[src/rtl/eth_mac_tx.sv]
// Byte-wide Ethernet transmit framer: preamble/SFD, payload, optional padding, CRC-32 FCS and inter-frame gap.
// Define ETH_TX_PAD_EN to pad short frames up to MIN_PAYLOAD bytes before the FCS.
module eth_mac_tx #(
    parameter int IFG_BYTES   = 12,
    parameter int MIN_PAYLOAD = 60
) (
    input  logic       clk_125mhz,
    input  logic       reset,
    input  logic [1:0] phy_speed_status,
    input  logic [7:0] s_axis_tdata,
    input  logic       s_axis_tvalid,
    input  logic       s_axis_tlast,
    input  logic       s_axis_tuser,
    output logic       s_axis_tready,
    output logic [7:0] m_axis_tdata,
    output logic       m_axis_tvalid,
    input  logic       m_axis_tready,
    output logic       tx_busy,
    output logic       tx_underflow
);

`ifdef ETH_TX_PAD_EN
    localparam bit PAD_ENABLE = 1'b1;
`else
    localparam bit PAD_ENABLE = 1'b0;
`endif

    localparam logic [31:0] CRC_POLY = 32'hEDB88320;
    localparam logic [31:0] CRC_INIT = 32'hFFFFFFFF;
    localparam logic [11:0] MIN_LEN  = 12'(MIN_PAYLOAD);
    localparam int          IFG_W    = $clog2(IFG_BYTES * 100 + 1);
    localparam logic [IFG_W-1:0] IFG_10M  = IFG_W'(IFG_BYTES * 100 - 1);
    localparam logic [IFG_W-1:0] IFG_100M = IFG_W'(IFG_BYTES * 10 - 1);
    localparam logic [IFG_W-1:0] IFG_1G   = IFG_W'(IFG_BYTES - 1);

    typedef enum logic [2:0] {
        IDLE,
        PREAMBLE,
        PAYLOAD,
        PAD,
        FCS,
        DROP,
        IFG
    } state_t;

    state_t           state_reg, state_next;
    logic [7:0]       tdata_reg, tdata_next;
    logic             tvalid_reg, tvalid_next;
    logic [2:0]       pre_cnt_reg, pre_cnt_next;
    logic [10:0]      count_reg, count_next;
    logic [31:0]      crc_reg, crc_next;
    logic [2:0]       fcs_cnt_reg, fcs_cnt_next;
    logic             bad_reg, bad_next;
    logic             drop_reg, drop_next;
    logic             underflow_reg, underflow_next;
    logic [IFG_W-1:0] ifg_reg, ifg_next;

    logic             s_ready;
    logic             handshake;
    logic [11:0]      count_plus;
    logic [10:0]      count_sat;
    logic [31:0]      fcs_word;
    logic [IFG_W-1:0] ifg_load;

    function automatic logic [31:0] crc_byte(input logic [31:0] crc, input logic [7:0] data);
        logic [31:0] r;
        r = crc ^ {24'h000000, data};
        for (int i = 0; i < 8; i++) begin
            r = r[0] ? ((r >> 1) ^ CRC_POLY) : (r >> 1);
        end
        return r;
    endfunction

    assign handshake  = tvalid_reg & m_axis_tready;
    assign count_plus = {1'b0, count_reg} + 12'd1;
    assign count_sat  = count_plus[11] ? 11'h7FF : count_plus[10:0];
    // A bad frame carries the raw register instead of its complement, i.e. the inverted FCS.
    assign fcs_word   = bad_reg ? crc_reg : ~crc_reg;

    always_comb begin
        case (phy_speed_status)
            2'd0:    ifg_load = IFG_10M;
            2'd1:    ifg_load = IFG_100M;
            default: ifg_load = IFG_1G;
        endcase
    end

    always_comb begin
        state_next     = state_reg;
        tdata_next     = tdata_reg;
        tvalid_next    = tvalid_reg;
        pre_cnt_next   = pre_cnt_reg;
        count_next     = count_reg;
        crc_next       = crc_reg;
        fcs_cnt_next   = fcs_cnt_reg;
        bad_next       = bad_reg;
        drop_next      = drop_reg;
        ifg_next       = ifg_reg;
        underflow_next = 1'b0;
        s_ready        = 1'b0;

        case (state_reg)
            IDLE: begin
                count_next   = '0;
                crc_next     = CRC_INIT;
                pre_cnt_next = '0;
                fcs_cnt_next = '0;
                bad_next     = 1'b0;
                drop_next    = 1'b0;
                if (s_axis_tvalid) begin
                    state_next  = PREAMBLE;
                    tvalid_next = 1'b1;
                    tdata_next  = 8'h55;
                end
            end
            PREAMBLE: begin
                // The SFD is loaded on the seventh 0x55 handshake; its own handshake pulls the first payload byte.
                if (handshake) begin
                    if (pre_cnt_reg == 3'd6) begin
                        tdata_next = 8'hD5;
                        state_next = PAYLOAD;
                    end else begin
                        pre_cnt_next = pre_cnt_reg + 3'd1;
                    end
                end
            end
            PAYLOAD: begin
                s_ready = m_axis_tready;
                if (handshake) begin
                    if (s_axis_tvalid) begin
                        tdata_next = s_axis_tdata;
                        crc_next   = crc_byte(crc_reg, s_axis_tdata);
                        count_next = count_sat;
                        if (s_axis_tlast) begin
                            bad_next   = s_axis_tuser;
                            state_next = (PAD_ENABLE && (count_plus < MIN_LEN)) ? PAD : FCS;
                        end
                    end else begin
                        // Underflow: the current byte is gone, so the first inverted FCS byte goes out now.
                        underflow_next = 1'b1;
                        bad_next       = 1'b1;
                        tdata_next     = crc_reg[7:0];
                        fcs_cnt_next   = 3'd1;
                        drop_next      = ~s_axis_tlast;
                        state_next     = FCS;
                    end
                end
            end
            PAD: begin
                if (handshake) begin
                    tdata_next = 8'h00;
                    crc_next   = crc_byte(crc_reg, 8'h00);
                    count_next = count_sat;
                    if (count_plus >= MIN_LEN) begin
                        state_next = FCS;
                    end
                end
            end
            FCS: begin
                if (handshake) begin
                    if (fcs_cnt_reg == 3'd4) begin
                        tvalid_next = 1'b0;
                        tdata_next  = 8'h00;
                        if (drop_reg) begin
                            state_next = DROP;
                        end else begin
                            state_next = IFG;
                            ifg_next   = ifg_load;
                        end
                    end else begin
                        tdata_next   = fcs_word[{fcs_cnt_reg[1:0], 3'b000} +: 8];
                        fcs_cnt_next = fcs_cnt_reg + 3'd1;
                    end
                end
            end
            DROP: begin
                s_ready = 1'b1;
                if (s_axis_tvalid && s_axis_tlast) begin
                    state_next = IFG;
                    ifg_next   = ifg_load;
                end
            end
            IFG: begin
                if (ifg_reg == '0) begin
                    state_next = IDLE;
                end else begin
                    ifg_next = ifg_reg - 1'b1;
                end
            end
            default: begin
                state_next  = IDLE;
                tvalid_next = 1'b0;
                tdata_next  = 8'h00;
            end
        endcase
    end

    always_ff @(posedge clk_125mhz) begin
        if (reset) begin
            state_reg     <= IDLE;
            tdata_reg     <= 8'h00;
            tvalid_reg    <= 1'b0;
            pre_cnt_reg   <= '0;
            count_reg     <= '0;
            crc_reg       <= CRC_INIT;
            fcs_cnt_reg   <= '0;
            bad_reg       <= 1'b0;
            drop_reg      <= 1'b0;
            underflow_reg <= 1'b0;
            ifg_reg       <= '0;
        end else begin
            state_reg     <= state_next;
            tdata_reg     <= tdata_next;
            tvalid_reg    <= tvalid_next;
            pre_cnt_reg   <= pre_cnt_next;
            count_reg     <= count_next;
            crc_reg       <= crc_next;
            fcs_cnt_reg   <= fcs_cnt_next;
            bad_reg       <= bad_next;
            drop_reg      <= drop_next;
            underflow_reg <= underflow_next;
            ifg_reg       <= ifg_next;
        end
    end

    assign s_axis_tready = s_ready;
    assign m_axis_tdata  = tdata_reg;
    assign m_axis_tvalid = tvalid_reg;
    assign tx_busy       = (state_reg != IDLE);
    assign tx_underflow  = underflow_reg;

endmodule

[config.mk]
export PLATFORM = sky130hd
export DESIGN_NAME = eth_mac_tx
export DESIGN_NICKNAME = d
export VERILOG_FILES = /design/src/rtl/eth_mac_tx.sv
export SDC_FILE = /design/constraint.sdc
export NUM_CORES = 1
export LEC_CHECK = 0
export ABC_AREA = 1
export CELL_PAD_IN_SITES_DETAIL_PLACEMENT = 1
export CELL_PAD_IN_SITES_GLOBAL_PLACEMENT = 2
export CORE_UTILIZATION = 36
export CTS_CLUSTER_SIZE = 28
export DETAILED_ROUTE_END_ITERATION = 8
export GPL_TIMING_DRIVEN = 1
export PLACE_DENSITY_LB_ADDON = 0.1
export SYNTH_ARGS = -nofsm -noshare
export SYNTH_HDL_FRONTEND = slang
export SYNTH_SLANG_ARGS = --single-unit
[constraint.sdc]
create_clock -name clk_125mhz -period 3.6 [get_ports clk_125mhz]
set_input_delay 0.9 -clock clk_125mhz [delete_from_list [all_inputs] [get_ports clk_125mhz]]
set_output_delay 0.9 -clock clk_125mhz [all_outputs]
set_load 0.005 [all_outputs]
==> results of run 1 <==
==> cell families (layout without fill, tap and decap cells) <==
kind of cell / count (synthesis) / after routing / synth area share
AOI/OAI and AO/OA: 210 / 210 / 0.173
adders and majority gates: 10 / 10 / 0.0190
DFF: 75 / 75 / 0.228
buffers and inverters: 161 / 173 / 0.106
xor gates and xnor gates: 74 / 74 / 0.109
and+or+nand+nor: 564 / 564 / 0.365
==> layout make-up <==
type,count,area [um2]
clock buffer,10,239
clock inverter,6,95.1
multi-input combinational,858,4370
fill,2415,10600
inverter,118,445
timing repair buffer,39,368
tap,229,287
sequential,75,1500
==> path summary, 6_finish.rpt <==
check                                          endpoint  slack (ns)  cells past startpoint
worst max-delay path                      s_axis_tready        0.71                      4
worst min-delay path            ifg_reg[0]$_SDFFE_PP0P_        0.47                      2
worst max register to register  ifg_reg[9]$_SDFFE_PP0P_        1.00                      9
worst min register to register  ifg_reg[0]$_SDFFE_PP0P_        0.47                      2
==> cells in the final DEF, fill, tap and decap left out, types with 3 or more instances in the layout <==
cell | synthesis | layout
dfxtp_1 | 75 | 75
nand2_1 | 367 | 367
buf_4 | 9 | 11
xnor2_1 | 22 | 22
nand2_2 | 21 | 21
inv_2 | 19 | 19
nand3_1 | 84 | 84
or2_2 | 6 | 6
nor2_1 | 56 | 56
nor2_2 | 4 | 4
xor2_1 | 46 | 46
a31oi_1 | 6 | 6
a21oi_1 | 101 | 101
inv_1 | 97 | 97
clkdlybuf4s50_1 | 0 | 26
o211ai_1 | 13 | 13
a221oi_1 | 5 | 5
o21ai_1 | 11 | 11
o21ai_0 | 63 | 63
xnor2_2 | 3 | 3
nand4_1 | 6 | 6
nor3_1 | 7 | 7
o22ai_1 | 3 | 3
nor2_4 | 5 | 5
clkbuf_16 | 0 | 9
ha_1 | 10 | 10
==> stage by stage <==
| stage | util | cells |
|---|---|---|
| floorplan | - | 1094 |
| global placement | 0.390 | 1319 |
| detailed placement | 0.390 | 1319 |
| CTS | 0.408 | 1335 |
| global route | 0.408 | 1335 |
| finish | 0.408 | 1335 |
==> routing by layer <==
layer | GRT usage | vias up | share of wire
met4 | 0.111 | 0 | 0.030
li1 | - | 3517 | -
met3 | 0.0348 | 45 | 0.035
met1 | 0.375 | 3365 | 0.49
met2 | 0.458 | 130 | 0.45
met5 | 0 | - | 0
==> power breakdown <==
group / internal, uW / leakage (uW) / switching (uW) / total, uW
Combinational: 1380 / 0.00269 / 2780 / 4160
Clock: 634 / 0.000164 / 412 / 1050
Sequential: 1040 / 0.000615 / 304 / 1340
Total: 3050 / 0.00346 / 3500 / 6550
==> worst max-delay path, cell delays in order <==
cell and delay [ns]:
clkdlybuf4s50_1 0.47, nand2_1 0.05, nand2_1 0.06, clkdlybuf4s50_1 0.50
==> results by group, run 1 <==
STA
  • Worst relative slew slack: 0.474
  • Worst Max-Slew Pin Slew: 0.789 ns
  • Worst hold margin: between 0.4 and 0.5 ns
  • Fmax: ~0.35 GHz
  • Clock period minus worst slack: 2.89 ns
  • Final hold violations: 0
  • Clock skew: ~0.0069 ns
  • Final slew viol count: 0
  • Fin Setup TNS: 0 ns
  • Final setup violation count: 0
  • Final period utilization: 0.802
  • RSZ-0062 raised after global routing: no
  • Setup WS post-layout: approximately 0.71 ns

Floorplan
  • Die W: around 140 um
  • Total core area: approximately 18000 um2
  • Die H: around 140 um
  • Die area: approximately 19000 um2
  • # rows: a little under 50
  • Initial Utilization: 0.367
  • I/O pins: 28

Placed design
  • RePlAce Congestion: ~0.9
  • I/O Buffers: 27
  • Place WS: about 0.63 ns
  • Dpl cell area: about 7000 um2
  • HPWL Detailed: about 19 mm

GRT
  • Largest net degree at the start of global routing: 56
  • Gr ovfl total: 0
  • Initial antenna violation count: 0
  • GR Util All Layers: 0.281
  • First-pass GRT wire length: a little under 40 mm
  • Vias in the first global route: slightly below 7000

Clock network
  • CTS resizes: 0
  • Clk slew on worst S/H paths: 0.06 ns
  • CTS tree: built
  • Clock sink total: 75
  • Clock Tree Buf Depth: 2
  • CTS H-Tree Depth: 3
  • Worst-Skew Late Latency: about 0.35 ns
  • Hold Buf Count CTS: 0
  • Root Driver: clkbuf_16
  • Setup bufs post-CTS: 0
  • CTS buffer count: 9

Critical path
  • Critical path type: in -> out
  • Req. time, crit path: around 2.7 ns
  • Launching point of the worst reg2reg path: fcs_cnt_reg[1]$_SDFFE_PP0P_
  • Critical path startpoint: m_axis_tready
  • Crit-path max FO: 2
  • Startpoint types: input pin
  • Worst Path Arrival: 1.99 ns
  • CP Capture Type: output port

Drt
  • Drt wl/cell: roughly 19 um
  • Drt via density: around 5.3
  • 1st-iter DRT viols: between 300 and 400
  • Drt total wl: ~25 mm
  • Final ANT Viol Nets: 0
  • First drt pass iteration count: 5
  • # DRC: 0
  • Via count: between 7000 and 8000

Power
  • Lkg Pwr: 0.00346 uW
  • Tot Pwr: 6550 uW
  • PwrDens: 896 nW/um2
  • Worst vdd ir: around 0.43 mV

Synth
  • Synthesized Nets: 1120
  • Asr flop ratio synth: 0
  • Top cells by area, synth: dfxtp_1 23%, nand2_1 21%, a21oi_1 7.7%
  • Mapped Area: 6570 um2
  • Commonest cells post-synth: 367 x nand2_1, 101 x a21oi_1, 97 x inv_1, 84 x nand3_1, 75 x dfxtp_1
  • Synth unique cells: 46
  • YS warnings: 0
  • Top-area cell type share of the netlist area: 0.228
  • Ys flop type: dfxtp_1
  • Sequential area share after synthesis: 0.228
  • Most frequent cell after synthesis: nand2_1
  • Yosys reg bits: 75
  • Yosys top cell by area: dfxtp_1
  • EDFF count, synth: 0
  • Avg Inst Size Synth: between 6 and 7 um2
  • Post-Synthesis Cells: 1094

Cells and area
  • Fin nets: around 1100
  • Area delta synth->final: 11.2%
  • Design Area, Final: roughly 7300 um2
  • Largest register FFs: 32
  • Number of diodes: 0
  • Share of layout cells above drive strength 1: 0.0859

Outcome
  • Status: completed

Job
  • Max cap viols: 0

Min path
  • Worst Hold Class: reg -> reg
  • Hold_sp: ifg_reg[0]$_SDFFE_PP0P_
Note: power is estimated with default switching activity, not from simulation.
==> run 2: changes to the inputs <==
CORE_UTILIZATION = 30   (was 36)
clock period = 2.6 ns   (was 3.6 ns; I/O delays follow)
==> run 2 against run 1 <==
Effect of this change:
- utilization fell by 4.1 points
- cell area up 6.6%
- combinational power rose by 50%
- global-route usage shrank 3.1 points
- setup slack lost 0.61 ns
- cell count rose by 7.3%
- sequential share of layout area shrank 1.3 points
- die area grew 20%
- clock skew up 0.0057 ns
- critical path type is now reg -> out
- largest power group unchanged
==> results by group, run 2 (same netlist as run 1, synthesis figures left out) <==
Outcome
  • Status: completed

GRT
  • Largest net degree at the start of global routing: 56 (unchanged)
  • First-pass GRT wire length: 41.7 mm (+6.7%)
  • GR Util All Layers: 0.251 (-0.0309)
  • Gr ovfl total: 0 (unchanged)
  • Vias in the first global route: 6923 (+1.0%)
  • Initial antenna violation count: 0 (unchanged)

Drt
  • Drt wl/cell: 18.8 um (-0.42%)
  • Drt total wl: 27.0 mm (+6.9%)
  • First drt pass iteration count: 7 (+2)
  • # DRC: 0 (unchanged)
  • Via count: 7164 (+1.5%)
  • 1st-iter DRT viols: 413 (+9.5%)
  • Drt via density: 5.00 (-5.4%)
  • Final ANT Viol Nets: 0 (unchanged)

Power
  • Clk pwr share: 0.155 (-0.005)
  • Worst vdd ir: 0.430 mV (-0.16%)
  • PwrDens: 1230 nW/um2 (+37%)
  • Comb pwr share: 0.655 (+0.020)
  • Sequential share of power: 0.190 (-0.015)
  • Int Pwr: 4540 uW (+49%)
  • Lkg Pwr: 0.00371 uW (+7.2%)
  • Switching power: 5030 uW (+44%)
  • Tot Pwr: 9570 uW (+46%)
  • Switching share of power: 0.525 (-0.00849)

Cells and area
  • Final design utilization: 0.367 (-0.0411)
  • Commonest non-fill, non-tap cells in the layout: 367 x nand2_1, 101 x a21oi_1, 96 x inv_1
  • Fin nets: 1179 (+4.6%)
  • Most common cell after layout, fill and taps aside: nand2_1
  • Largest register FFs: 32 (unchanged)
  • Share of layout cells above drive strength 1: 0.130 (+0.0445)
  • Number of diodes: 0 (unchanged)
  • Area delta synth->final: 18.5%

STA
  • Final slew viol count: 0 (unchanged)
  • Final setup violation count: 0 (unchanged)
  • RSZ-0062 raised after global routing: no
  • Fmax: approximately 0.4 GHz
  • Clock skew: 0.0125 ns (+0.00569 ns)
  • Worst Max-Slew Pin Slew: 0.713 ns (-0.0752 ns)
  • Final period utilization: 0.962
  • Fin Setup TNS: 0 ns (unchanged)
  • Clock period minus worst slack: ~2.5 ns
  • Final hold violations: 0 (unchanged)
  • Setup WS post-layout: 0.0990 ns (-0.612 ns)
  • Worst relative slew slack: 0.524 (+0.0507)

Min path
  • Hold Path Stages: 2 (unchanged)
  • Worst Hold Class: reg -> reg
  • Hold_sp: m_axis_tdata[7]$_SDFFE_PP0P_
  • Hold Path End: m_axis_tdata[7]$_SDFFE_PP0P_

Critical path
  • Critical path type: reg -> out
  • Launching point of the worst reg2reg path: count_reg[0]$_SDFFE_PP0P_
  • Crit-path max FO: 3 (+1)
  • Req. time, crit path: 1.95 ns (-0.75 ns)
  • CP Capture Type: output port
  • Reg-to-Reg End: state_reg[1]$_SDFFE_PP0P_
  • R2r setup slk: 0.43 ns (-0.57 ns)
  • Reg2reg path depth: 12 (+3)
  • Worst Path Arrival: 1.85 ns (-0.14 ns)
  • Startpoint types: register

Clock network
  • CTS H-Tree Depth: 3 (unchanged)
  • Clock sink total: 75 (unchanged)
  • Clk slew on worst S/H paths: 0.07 ns (about the same)
  • Clock Tree Buf Depth: 2 (unchanged)
  • Worst-Skew Late Latency: 0.36 ns (about the same)
  • Root Driver: clkbuf_16
  • CTS tree: built
  • CTS buffer count: 9 (unchanged)

Placed design
  • I/O Buffers: 27 (unchanged)
  • RePlAce Congestion: 0.844 (-4.5%)
  • Place WS: -0.0120 ns (-0.643 ns)
  • HPWL Detailed: 20.7 mm (+11%)

Floorplan
  • Total core area: 21200 um2 (+19%)
  • Initial Utilization: 0.310 (-0.0574)
  • Die area: 22500 um2 (+20%)
  • Die W: 150 um (+9.4%)
  • I/O pins: 28 (unchanged)
  • Die H: 150 um (+9.4%)
  • # rows: 53 (+8.2%)

Job
  • Max cap viols: 0 (unchanged)
## run 2: changes by cell type in the layout (fill, tap and decap cells not counted), sizes merged
cell    delta
buf       +52
clkbuf     -1
inv        +2
clkinv     -1
## run 2: repair_timing
action                                  4_1_cts  5_1_grt
resized for setup                             2        3
endpoints found under the setup margin        1        2
pin swaps                                     0        1
setup buffers                                 0        1
hold endpoints to repair                      0        0
hold buffers                                  0        0
## run 2: stage by stage
| stage | hold slack [ns] | cells | cell area (um2) |
|---|---|---|---|
| 2_1_floorplan | 0.440 | 1094 | 6570 |
| 3_3_place_gp | 0.452 | 1416 | 7440 |
| 3_5_place_dp | 0.460 | 1416 | 7440 |
| 4_1_cts | 0.472 | 1432 | 7780 |
| 5_1_grt | 0.501 | 1433 | 7790 |
| 6_report | 0.469 | 1433 | 7790 |
## run 2: per-layer routing
metal	global-route usage	part of all wire	vias up
li1	-	-	3629
met1	0.349	0.49	3383
met2	0.406	0.46	129
met5	0	0	-
met4	0.0561	0.013	0
met3	0.0341	0.036	23
## run 2: worst max path at each step
stage / startpoint / endpoint / slack (ns) / depth (start not counted)
2_1_floorplan: state_reg[0]$_SDFFE_PP0P_ / s_axis_tready / 0.68 / 8
3_3_place_gp: s_axis_tdata[4] / crc_reg[24]$_SDFFE_PP1P_ / -0.006 / 14
3_5_place_dp: s_axis_tdata[5] / crc_reg[28]$_SDFFE_PP1P_ / -0.01 / 11
4_1_cts: state_reg[0]$_SDFFE_PP0P_ / s_axis_tready / 0.01 / 7
5_1_grt: state_reg[0]$_SDFFE_PP0P_ / tx_busy / 0.006 / 6
6_report: state_reg[0]$_SDFFE_PP0P_ / s_axis_tready / 0.1 / 7
## run 2: cell type report
type	instances	area (um2)
fill	2842	13400
multi-input combinational	858	4380
sequential	75	1500
timing repair buffer	91	783
inverter	118	445
tap	275	344
clock buffer	9	225
clock inverter	7	106
## run 2: critical path, cell delays in order, from the launching register on
cell and delay, ns:
dfxtp_1 0.35, inv_2 0.10, ha_2 0.21, inv_1 0.08
nor2_4 0.13, nand2_1 0.06, nand2_1 0.05, clkdlybuf4s50_1 0.50
## run 2: power groups by stage
stage / clock network, uW / logic [uW] / registers, uW
2_1_floorplan: 0 / 4320 / 1630
6_report: 1480 / 6260 / 1820
4_1_cts: 1520 / 6270 / 1820
5_1_grt: 1550 / 6970 / 1860
3_5_place_dp: 0 / 6240 / 1840
3_3_place_gp: 0 / 6190 / 1840
